==> config.mk <==
export PLATFORM = sky130hd
export DESIGN_NAME = parking_timer
export DESIGN_NICKNAME = d
export VERILOG_FILES = /design/src/rtl/parking_pkg.sv /design/src/rtl/parking_timer_rise_detect.sv /design/src/rtl/parking_timer.sv
export SDC_FILE = /design/constraint.sdc
export NUM_CORES = 1
export LEC_CHECK = 0
export ABC_AREA = 1
export BUFFER_PORTS_ARGS = -buffer_cell sky130_fd_sc_hd__buf_2
export CAP_MARGIN = 10
export CORE_UTILIZATION = 50
export CTS_CLUSTER_DIAMETER = 100
export CTS_CLUSTER_SIZE = 16
export DETAILED_ROUTE_END_ITERATION = 7
export PLACE_DENSITY = 0.75
export SKIP_LAST_GASP = 1
export SYNTH_ARGS = -nofsm -noshare
export SYNTH_HDL_FRONTEND = slang
export SYNTH_SLANG_ARGS = --single-unit
==> constraint.sdc <==
create_clock -name clk_in -period 3.1 [get_ports clk_in]
set_input_delay 0.465 -clock clk_in [delete_from_list [all_inputs] [get_ports clk_in]]
set_output_delay 0.465 -clock clk_in [all_outputs]
set_load 0.05 [all_outputs]
==> src/rtl/parking_pkg.sv <==
`default_nettype none
// ============================================================================
//  Module      : parking_pkg
//  Description : Shared defaults, slot-state encoding and sizing helper for
//                the parking timer.
//  Revision    : 1.0 - initial release
// ============================================================================
package parking_pkg;

  localparam int DEF_NUM_SLOTS     = 4;
  localparam int DEF_SECS_PER_UNIT = 3600;
  localparam int DEF_RATE          = 5;
  localparam int DEF_UNIT_W        = 16;
  localparam int DEF_FEE_W         = 24;

  // A slot is either empty or holding a car that is being billed.
  typedef enum logic {
    FREE = 1'b0,
    BUSY = 1'b1
  } slot_state_e;

  // Bits needed to index n items, never less than one so ports stay legal.
  function automatic int id_width(input int n);
    return (n > 1) ? $clog2(n) : 1;
  endfunction

endpackage
`default_nettype wire

==> src/rtl/parking_timer_rise_detect.sv <==
`default_nettype none
// ============================================================================
//  Module      : rise_detect
//  Description : Registers a slow data input once and emits a one-cycle pulse
//                while the input is high and its previous sample was low.
//  Revision    : 1.0 - initial release
// ============================================================================
module rise_detect (
  input  logic clk_in,
  input  logic rst,
  input  logic d,
  output logic pulse
);

  logic d_q;

  // History register; cleared on reset so a high input right after reset
  // is seen as a fresh rising edge.
  always_ff @(posedge clk_in) begin
    if (rst) d_q <= 1'b0;
    else     d_q <= d;
  end

  assign pulse = d && !d_q;

endmodule
`default_nettype wire

==> src/rtl/parking_timer.sv <==
`default_nettype none
// ============================================================================
//  Module      : parking_timer
//  Description : Per-slot parking occupancy and time billing. Counts seconds
//                from a 1 Hz tick, accumulates billing units and emits a fee
//                record through a valid/ready output register on exit.
//  Revision    : 1.0 - initial release
// ============================================================================
module parking_timer
  import parking_pkg::*;
#(
  parameter  int NUM_SLOTS     = DEF_NUM_SLOTS,
  parameter  int SECS_PER_UNIT = DEF_SECS_PER_UNIT,
  parameter  int RATE          = DEF_RATE,
  parameter  int UNIT_W        = DEF_UNIT_W,
  parameter  int FEE_W         = DEF_FEE_W,
  localparam int ID_W          = id_width(NUM_SLOTS)
) (
  input  logic                 clk_in,
  input  logic                 rst,
  input  logic                 tick_in,
  input  logic                 car_enter,
  input  logic                 car_exit,
  input  logic [ID_W-1:0]      slot_id,
  output logic [NUM_SLOTS-1:0] occupied,
  output logic                 fee_valid,
  input  logic                 fee_ready,
  output logic [FEE_W-1:0]     fee_out,
  output logic [ID_W-1:0]      fee_slot,
  output logic                 err
);

  localparam int                SEC_W    = id_width(SECS_PER_UNIT);
  localparam logic [SEC_W-1:0]  SEC_LAST = SEC_W'(SECS_PER_UNIT - 1);
  localparam logic [UNIT_W-1:0] UNIT_MAX = '1;
  localparam logic [FEE_W-1:0]  RATE_F   = FEE_W'(RATE);

  logic sec_tick;

  rise_detect u_tick (
    .clk_in (clk_in),
    .rst    (rst),
    .d      (tick_in),
    .pulse  (sec_tick)
  );

  slot_state_e       state_q [NUM_SLOTS];
  slot_state_e       state_d [NUM_SLOTS];
  logic [SEC_W-1:0]  sec_q   [NUM_SLOTS];
  logic [SEC_W-1:0]  sec_d   [NUM_SLOTS];
  logic [UNIT_W-1:0] units_q [NUM_SLOTS];
  logic [UNIT_W-1:0] units_d [NUM_SLOTS];

  logic             fee_valid_d;
  logic [FEE_W-1:0] fee_out_d;
  logic [ID_W-1:0]  fee_slot_d;
  logic             err_d;

  logic id_ok;
  logic sel_busy;
  logic out_free;
  logic enter_ok;
  logic exit_ok;

  // Request qualification: anything asserted but not accepted is an error.
  always_comb begin
    id_ok    = ({1'b0, slot_id} < (ID_W + 1)'(NUM_SLOTS));
    sel_busy = id_ok && (state_q[slot_id] == BUSY);
    out_free = !fee_valid || fee_ready;
    enter_ok = car_enter && !car_exit && id_ok && !sel_busy;
    exit_ok  = car_exit && !car_enter && sel_busy && out_free;
    err_d    = (car_enter || car_exit) && !(enter_ok || exit_ok);
  end

  // Next-state for every slot and the fee record; enter/exit override the
  // tick update for the addressed slot, and the fee uses pre-tick units.
  always_comb begin
    for (int i = 0; i < NUM_SLOTS; i++) begin
      state_d[i] = state_q[i];
      sec_d[i]   = sec_q[i];
      units_d[i] = units_q[i];

      if (state_q[i] == BUSY && sec_tick) begin
        if (sec_q[i] == SEC_LAST) begin
          sec_d[i] = '0;
          if (units_q[i] != UNIT_MAX) units_d[i] = units_q[i] + 1'b1;
        end else begin
          sec_d[i] = sec_q[i] + 1'b1;
        end
      end

      if (enter_ok && slot_id == ID_W'(i)) begin
        state_d[i] = BUSY;
        sec_d[i]   = '0;
        units_d[i] = UNIT_W'(1);
      end

      if (exit_ok && slot_id == ID_W'(i)) begin
        state_d[i] = FREE;
        sec_d[i]   = '0;
        units_d[i] = '0;
      end
    end

    fee_valid_d = fee_valid;
    fee_out_d   = fee_out;
    fee_slot_d  = fee_slot;
    if (exit_ok) begin
      fee_valid_d = 1'b1;
      fee_out_d   = FEE_W'(units_q[slot_id]) * RATE_F;
      fee_slot_d  = slot_id;
    end else if (fee_valid && fee_ready) begin
      fee_valid_d = 1'b0;
    end
  end

  // State register for slots, fee record and error pulse.
  always_ff @(posedge clk_in) begin
    if (rst) begin
      for (int i = 0; i < NUM_SLOTS; i++) begin
        state_q[i] <= FREE;
        sec_q[i]   <= '0;
        units_q[i] <= '0;
      end
      fee_valid <= 1'b0;
      fee_out   <= '0;
      fee_slot  <= '0;
      err       <= 1'b0;
    end else begin
      for (int i = 0; i < NUM_SLOTS; i++) begin
        state_q[i] <= state_d[i];
        sec_q[i]   <= sec_d[i];
        units_q[i] <= units_d[i];
      end
      fee_valid <= fee_valid_d;
      fee_out   <= fee_out_d;
      fee_slot  <= fee_slot_d;
      err       <= err_d;
    end
  end

  generate
    for (genvar g = 0; g < NUM_SLOTS; g++) begin : g_occ
      assign occupied[g] = (state_q[g] == BUSY);
    end
  endgenerate

endmodule
`default_nettype wire

After elaboration in Yosys (flattened, before gate mapping)
Memory sizes are Yosys's and may differ from the RTL's.
Cells that the tools add are included.
Storage, ports and cells
  memories kept: 3
  output and inout bits: 32
  word-level logic and storage cells: 132
  bits in writable memories: 116
  flip-flop bits (word level): 24
  input port bits: 8
Operators by class
  add/sub/neg operators: 8
  reductions and logical operators: 31
  bitwise logic cells: 12
  eq/ne operators: 11
  multiply operators: 1
  muxes and demuxes: 61
Memories
  units_q: words 4, bits a word 16, read ports 5, clocked after memory_dff 0, wr ports 4, RTL line parking_timer.sv:51  | logic [UNIT_W-1:0] units_q [NUM_SLOTS];
  sec_q: words 4, bits a word 12, read ports 4, clocked after memory_dff 0, wr ports 4, RTL line parking_timer.sv:49  | logic [SEC_W-1:0] sec_q [NUM_SLOTS];
  state_q: words 4, bits a word 1, read ports 5, clocked after memory_dff 0, wr ports 4, RTL line parking_timer.sv:47  | slot_state_e state_q [NUM_SLOTS];
Operators by type and width (count)
  two-way mux 16 bit: 24
  two-way mux 12 bit: 20
  adder 16 x 1 -> 16 bit (second input constant): 4
  inequality test 16 bit (second input constant): 4
  adder 12 x 1 -> 12 bit (second input constant): 4
  equality test 12 bit (second input constant): 4
  logical AND 1 bit: 20
  multiplier 16 x 3 -> 19 bit (second input constant): 1
  two-way mux 1 bit: 17
  OR 1 bit: 12
  logical NOT 1 bit: 6
  equality test 2 bit (second input constant): 2
  logical OR 1 bit: 3
  equality test 2 x 1 -> 1 bit (second input constant): 1
  logical NOT 2 bit: 1
  nonzero test 2 bit: 1

Longest topological paths before layout
Gate-level depths: netlist (run 1).
An unclocked memory read counts as a cell.
  word-level depth: 8
  mapped depth: 19
  depth with buffers taken out: 17

By module
A second synthesis (run 1) with hierarchy kept.
Unflattened totals
  cells, all modules: 1490
  area total of the unflattened synthesis: 9480.3 µm²
By module, submodules not included
  parking_timer: cells an instance 1486, instances 1, area each 9449.1 µm², sequential area each 2782.7 µm²
  rise_detect: cells an instance 4, instances 1, area each 31.3 µm², sequential area each 20.0 µm²

Least setup slack after synthesis (run 1)
OpenSTA, ideal clock, no wires.
  path type: in2reg
  start point: in slot_id[1]
  end point: reg fee_out[13]
  slack: 156 ps
  data arrival time: 2835 ps
  required time: 2991 ps
  path buffers: 1
  library setup time: 109 ps
  stages: 18
  cell sequence: buf_4 -> inv_1 -> nor2_2 -> clkinv_1 -> o221ai_1 -> ha_1 -> ha_1 -> fa_1 -> nand2_1 -> nand2_1 -> nand3_1 -> nand2_1 -> nand2_1 -> nand2_1 -> nand2_1 -> nand3_1 -> nand2_1 -> inv_1
Between the ends
  word-level cells in the longest chain between the ends: 3
  elaborated cells on any way between the ends: 5
  classes of those cells: mul: 1; reduce/logical: 2; memory: 2
Ends and longest elaborated chain
  start: declaration: RTL line parking_timer.sv:24  | input logic [ID_W-1:0] slot_id,
  branches (longest 3 deep; another with multiplier 16 x 3 -> 19 bit)
  end signal: assignment: RTL line parking_timer.sv:136  | fee_out <= fee_out_d;
  end: declaration: RTL line parking_timer.sv:28  | output logic [FEE_W-1:0] fee_out,
Several ways; the timed one is not identified.
A chain may end at the register's enable or synchronous reset.

Worst setup path after layout (run 1)
  start point: in slot_id[0]
  end point: reg fee_out[18]
The elaborated chain is that of the path after synthesis.

==> flow_summary.toml, run 1 <==
[worst_setup_path]
cp.required_ns = 3.43
crit_path_start_kind = "input pin"
cp_top_family = "adder cells"
rrSetupSlack_ns = 0.57
critPathMaxFanout = 13
crit_path_cell_trace = "buf_2 -> inv_1 -> nor2_2 -> buf_12 -> a22oi_1 -> o221ai_1 -> ha_1 -> ha_1 -> nand2_1 -> inv_1 -> a21oi_1 -> nand3_1 -> nand2_1 -> nand3_1 -> nand2_1 -> inv_1"
cp_num_buf_inv = 5
critPathArrivalTime_ns = 2.90
cp_slowest_stage_delay_ns = 0.37
cp-end-kind = "flip-flop"
cpMaxStageDelayCell = "ha_1"
crit_type = "input pin to flip-flop"

[pwr]
p_int_mw = 3.22
seq_power_share_pct = 43.1
power_density_nw_per_um2 = 394
power.leakage_nw = 5.08
netSwitchingPower_uw = 996
clkPwrFrac_pct = 52.8
comb_power_share_pct = 4.2
swShare_pct = 23.6
ir_drop_uv = 426

[yosys]
synth_top_area_share_pct = 28.9
yosysUniqueCellTypes = 41
yosys-top-cells-count = "nand2_1, inv_1, nor2_1"
ys_seq_area_share_pct = 28.9
synthTopCellsByArea = "dfxtp_1, nand2_1, inv_1"
syn-cell-area_um2 = 9700
synthCells = 1551
synth_most_common_cell = "nand2_1"
synth.avg_cell_area_um2 = 6.26
yosysWarnings = 0
synth_edf_count = 0
synth_flop_cell = "dfxtp_1"
yosysTopAreaCell = "dfxtp_1"
synthArstFlopShare_pct = 0
ys_seq_elements = 140

[sta]
min_period_ns = 2.58
setup_viol = 0
timing_hold_violations_final = 0
tightest_slew_ns = 0.622
min_period_over_period_pct = 83.1
max_freq_ghz = 0.388
slew_headroom_pct = 58.4
tns_ns = 0
finClkSkew_ns = 0.00937
rsz0062_at_grt = "no"
slew_viol_final = 0

[cts]
cts_made_buffers = 17
tritoncts = "yes"
post_cts_resized = 0
path_clk_slew_ns = 0.06
htreeDepth = 4
cts_hold_buf = 0
clock_sinks = 140
clk_latency_ns = 0.43
clockBufferDepth = 2
cts_setup_buffers = 0
cts_root_buf = "clkbuf_16"

[grt]
antenna_found_initial = 0
grt_pass1_wl_um = 41000
first_global_vias = 8689
track_usage_pct = 25.6
grt_remaining_overflow = 0
grt_max_degree = 24

[placement]
gp_congestion = 0.952
io_buffer_count = 34
hpwl_um = 18400
placed_cells = 1823
place_area_um2 = 10100

[die]
row_count = 50
start_util_pct = 51.4
ioPinCount = 40
die-area_um2 = 20000
core_um2 = 18900
dieHeight_um = 141
dieWidth_um = 141

[route]
ant_nets = 0
drt_iter0_markers = 665
drcViolationCount = 0
wl_um = 24600
first_pass_iters = 5
wl_per_cell_um = 13.3
routed_via_density = 5.16
vias = 9580

[finish]
drive_gt1_share_pct = 9.78
finish.instance_area_um2 = 10700
area_delta_synth_final_pct = 10.3
fin_cells = 1855
n_antenna_cell = 0
fin_nets = 1627

[hold_path]
hold_class = "input pin to flip-flop"

[run]
maxCapViolCount = 0

[outcome]
status = "finished, final reports clean"
## state kept, by name, indices dropped and copies added (netlist names)
register,count
fee_valid,1
units_q,64
fee_out,19
state_q,4
err,1
sec_q,48
u_tick.d_q,1
fee_slot,2
## path summary, 6_finish.rpt
| check | from | endpoint | cells after the start |
|---|---|---|---|
| max reg2reg | units_q[0][3] | fee_out[13] | 15 |
| min reg2reg | fee_out[0] | fee_out[0] | 2 |
| max | slot_id[0] | fee_out[18] | 16 |
| min | tick_in | u_tick.d_q | 3 |
## power groups by stage
| stage | sequential (mW) | combinational [mW] | clock (mW) |
|---|---|---|---|
| global route | 1.82 | 0.190 | 2.32 |
| floorplan | 1.87 | 0.123 | 0 |
| CTS | 1.82 | 0.175 | 2.25 |
| detailed placement | 1.86 | 0.174 | 0 |
| finish | 1.82 | 0.176 | 2.22 |
| global placement | 1.86 | 0.173 | 0 |
## worst reg2reg max path, delay by kind of cell (launching register included)
family / cells / cell delay (ns)
adders and majority gates: 3 / 0.94
and+or+nand+nor: 9 / 0.67
AOI/OAI and AO/OA: 2 / 0.40
DFF: 1 / 0.39
buffers and inverters: 1 / 0.03
## layer usage
layer  part of all wire [%]  vias to the layer above  global-route usage [%]  routed length [um]
li1                       -                     4941                       -                   -
met4                    2.7                        0                    10.4                 656
met2                     46                      276                    42.6               11300
met5                      0                        -                       0                   0
met3                    6.0                       45                    4.25                1480
met1                     46                     4318                    32.8               11200
## layout make-up
cell class,count,area [um^2]
Fill cell,1887,8200
Multi-Input combinational cell,1144,5770
Sequential cell,140,2800
Inverter,228,858
Clock buffer,18,439
Tap cell,260,325
Timing Repair Buffer,51,310
Clock inverter,14,193
## layout by cell type (no fill, tap or decap), types with 2 or more instances in the layout
cell type	n
nand2_1	520
nor2_1	151
conb_1	5
or2_2	2
a22oi_1	17
clkbuf_16	17
xor2_1	62
clkinv_4	2
clkinv_1	2
buf_2	34
nand3_1	103
inv_6	2
nand4_1	37
xnor2_1	6
nand3_4	4
o21ai_1	3
ha_1	36
inv_1	198
nand4_2	3
buf_4	16
nor2_4	10
nand3b_1	5
nand3_2	7
nor2_2	11
nor3_1	32
a21oi_1	55
clkinvlp_4	3
o221ai_1	9
bufinv_16	4
nand2_2	5
inv_2	27
dfxtp_1	140
o21ai_0	53
clkinv_2	3
## kinds of logic (layout without fill, tap and decap cells)
group,Yosys count,count (layout),synth area share [%]
buffers and inverters,271,311,11.8
adder cells (fa/ha/maj),37,37,4.85
other,1,5,0.0386
AO/OA/AOI/OAI,140,140,8.11
flip-flops,140,140,28.9
XOR/XNOR,68,68,6.14
AND/OR/NAND/NOR,894,894,40.2
## per-stage QoR
stage               setup slack (ns)  hold WS, ns  utilization (%)  power, mW
floorplan                      0.156        0.455                -       1.99
global placement               0.213        0.454             53.3       2.03
detailed placement             0.151        0.454             53.3       2.03
CTS                            0.574        0.248             56.6       4.24
global route                   0.348        0.264             56.6       4.33
finish                         0.524        0.254             56.6       4.22
Note: power is estimated with default switching activity, not from simulation.
==> run 2: changes to the inputs <==
- clock period: 3.1 -> 2.2 ns (I/O delays scaled with it)
==> flow_summary.toml, run 2 (same netlist as run 1, synthesis figures left out) <==
[finish]
fill_cells = 1709
finish.instance_area_um2 = 11900
fin_nets = 1732
final_cell_mix = "nand2_1, inv_1, nor2_1"
top_regs = "units_q (64), sec_q (48), fee_out (19)"
drive_gt1_share_pct = 19.4
area_delta_synth_final_pct = 22.6
regMostFlops = "units_q"
n_antenna_cell = 0
final_common_cell = "nand2_1"
largest_register_ffs = 64

[pwr]
comb_power_share_pct = 4.9
power_density_nw_per_um2 = 490
p_total_mw = 5.83
p_int_mw = 4.42
netSwitchingPower_mw = 1.41
ir_drop_uv = 539
clkPwrFrac_pct = 51.3
seq_power_share_pct = 43.8
power.leakage_nw = 5.63
swShare_pct = 24.1

[worst_setup_path]
critPathMaxFanout = 3
cp_top_family = "adder cells"
cp_slowest_stage_delay_ns = 0.36
cp_num_buf_inv = 1
cp-end-kind = "flip-flop"
cpMaxStageDelayCell = "fa_2"
rr_startpoint = "units_q[1][1]"
crit_start = "units_q[1][1]"
crit_path_start_kind = "flip-flop"
cp.required_ns = 2.53
critPathArrivalTime_ns = 2.57
cpMostUsedCell = "nand2_1"
crit_type = "flip-flop to flip-flop"
crit_path_cell_trace = "a22oi_2 -> nand3_2 -> ha_1 -> ha_4 -> fa_2 -> nand2_4 -> nand2_2 -> nand3_2 -> nand2_4 -> nand2_2 -> nand2_1 -> nand2_1 -> nand3_1 -> nand2_1 -> inv_1"

[cts]
cts_hold_buf = 0
clk_latency_ns = 0.43
htreeDepth = 4
cts_root_buf = "clkbuf_16"
path_clk_slew_ns = 0.06
clockBufferDepth = 2
clock_sinks = 140
cts_made_buffers = 17
tritoncts = "yes"

[die]
core_um2 = 18900
start_util_pct = 51.4
ioPinCount = 40
die-area_um2 = 20000
row_count = 50
dieWidth_um = 141
dieHeight_um = 141

[sta]
max_freq_ghz = 0.448
slew_viol_final = 0
min_period_ns = 2.23
finClkSkew_ns = 0.0111
rsz0062_at_grt = "yes"
tns_ns = -0.0821
tightest_slew_ns = 0.514
slew_headroom_pct = 65.4
min_period_over_period_pct = 102
setup_viol = 4
setup_slack_ns = -0.0343
timing_hold_violations_final = 0

[grt]
antenna_found_initial = 0
grt_max_degree = 24
grt_pass1_wl_um = 42600
first_global_vias = 9057
grt_remaining_overflow = 0
track_usage_pct = 26.6

[outcome]
violations = "negative setup slack"
status = "complete, but fails checks"

[route]
vias = 9990
ant_nets = 0
wl_per_cell_um = 13.3
wl_um = 26000
routed_via_density = 5.10
drcViolationCount = 0
drt_iter0_markers = 568
first_pass_iters = 5

[placement]
hpwl_um = 19500
place_area_um2 = 11000
dp_slack_ns = -0.504
gp_congestion = 0.957
io_buffer_count = 34

[run]
maxCapViolCount = 0

[hold_path]
worstHoldStart = "tick_in"
hold_class = "input pin to flip-flop"
## run 2: cell count changes in the layout (fill, tap and decap cells not counted), sizes merged
cell      before  now
inv          228  231
clkbuf        18   17
clkinvlp       3    2
bufinv         4    3
buf           51  156
## run 2: per-layer routing
layer,GRT usage [%],share of wire (%),up-vias
met2,44.4,47,261
met1,34.0,45,4525
met5,0,0,-
met4,10.6,3.4,0
met3,4.76,5.1,51
li1,-,-,5153
## run 2: through the flow
stage | cells | hold WS, ns | util, %
after floorplan | 1555 | 0.437 | -
after global placement | 1924 | 0.452 | 58.2
after detailed placement | 1924 | 0.453 | 58.2
after CTS | 1956 | 0.112 | 61.9
after global routing | 1960 | 0.123 | 63.0
final | 1960 | 0.127 | 63.0
## run 2: path summary, 6_finish.rpt
check / slack, ns / cells past startpoint / endpoint
min reg2reg: 0.46 / 2 / fee_slot[0]
max reg2reg: -0.03 / 15 / fee_out[13]
min: 0.13 / 3 / u_tick.d_q
max: -0.03 / 15 / fee_out[13]
## run 2: timing repair
| item | in CTS | in global routing |
|---|---|---|
| gates resized for setup | 24 | 32 |
| pin swaps | 13 | 14 |
| setup endpoints to repair | 13 | 13 |
| gates cloned | 0 | 0 |
| setup buffers | 0 | 4 |
## run 2: power by group through the flow
stage	registers, mW	clock network [mW]	logic (mW)
5_1_grt	2.55	3.14	0.309
3_3_place_gp	2.61	0	0.273
4_1_cts	2.55	3.05	0.280
6_report	2.55	2.99	0.288
2_1_floorplan	2.63	0	0.188
3_5_place_dp	2.61	0	0.277
## run 2: worst reg2reg max path, cell delays in order (launching register included)
cell and delay [ns]:
dfxtp_2 0.35, a22oi_2 0.16, nand3_2 0.12, ha_1 0.35
ha_4 0.18, fa_2 0.36, nand2_4 0.09, nand2_2 0.05
nand3_2 0.08, nand2_4 0.06, nand2_2 0.06, nand2_1 0.04
nand2_1 0.05, nand3_1 0.06, nand2_1 0.09, inv_1 0.03
## run 2: cell type report
class / count / area (um^2) / area share, %
multi-input cells: 1144 / 6180 / 52.0
repair buffers: 156 / 1090 / 9.17
flip-flops and latches: 140 / 2820 / 23.7
clock inverters: 15 / 185 / 1.56
well taps: 260 / 325 / 2.74
clock buffers: 17 / 425 / 3.58
inverters: 228 / 871 / 7.32
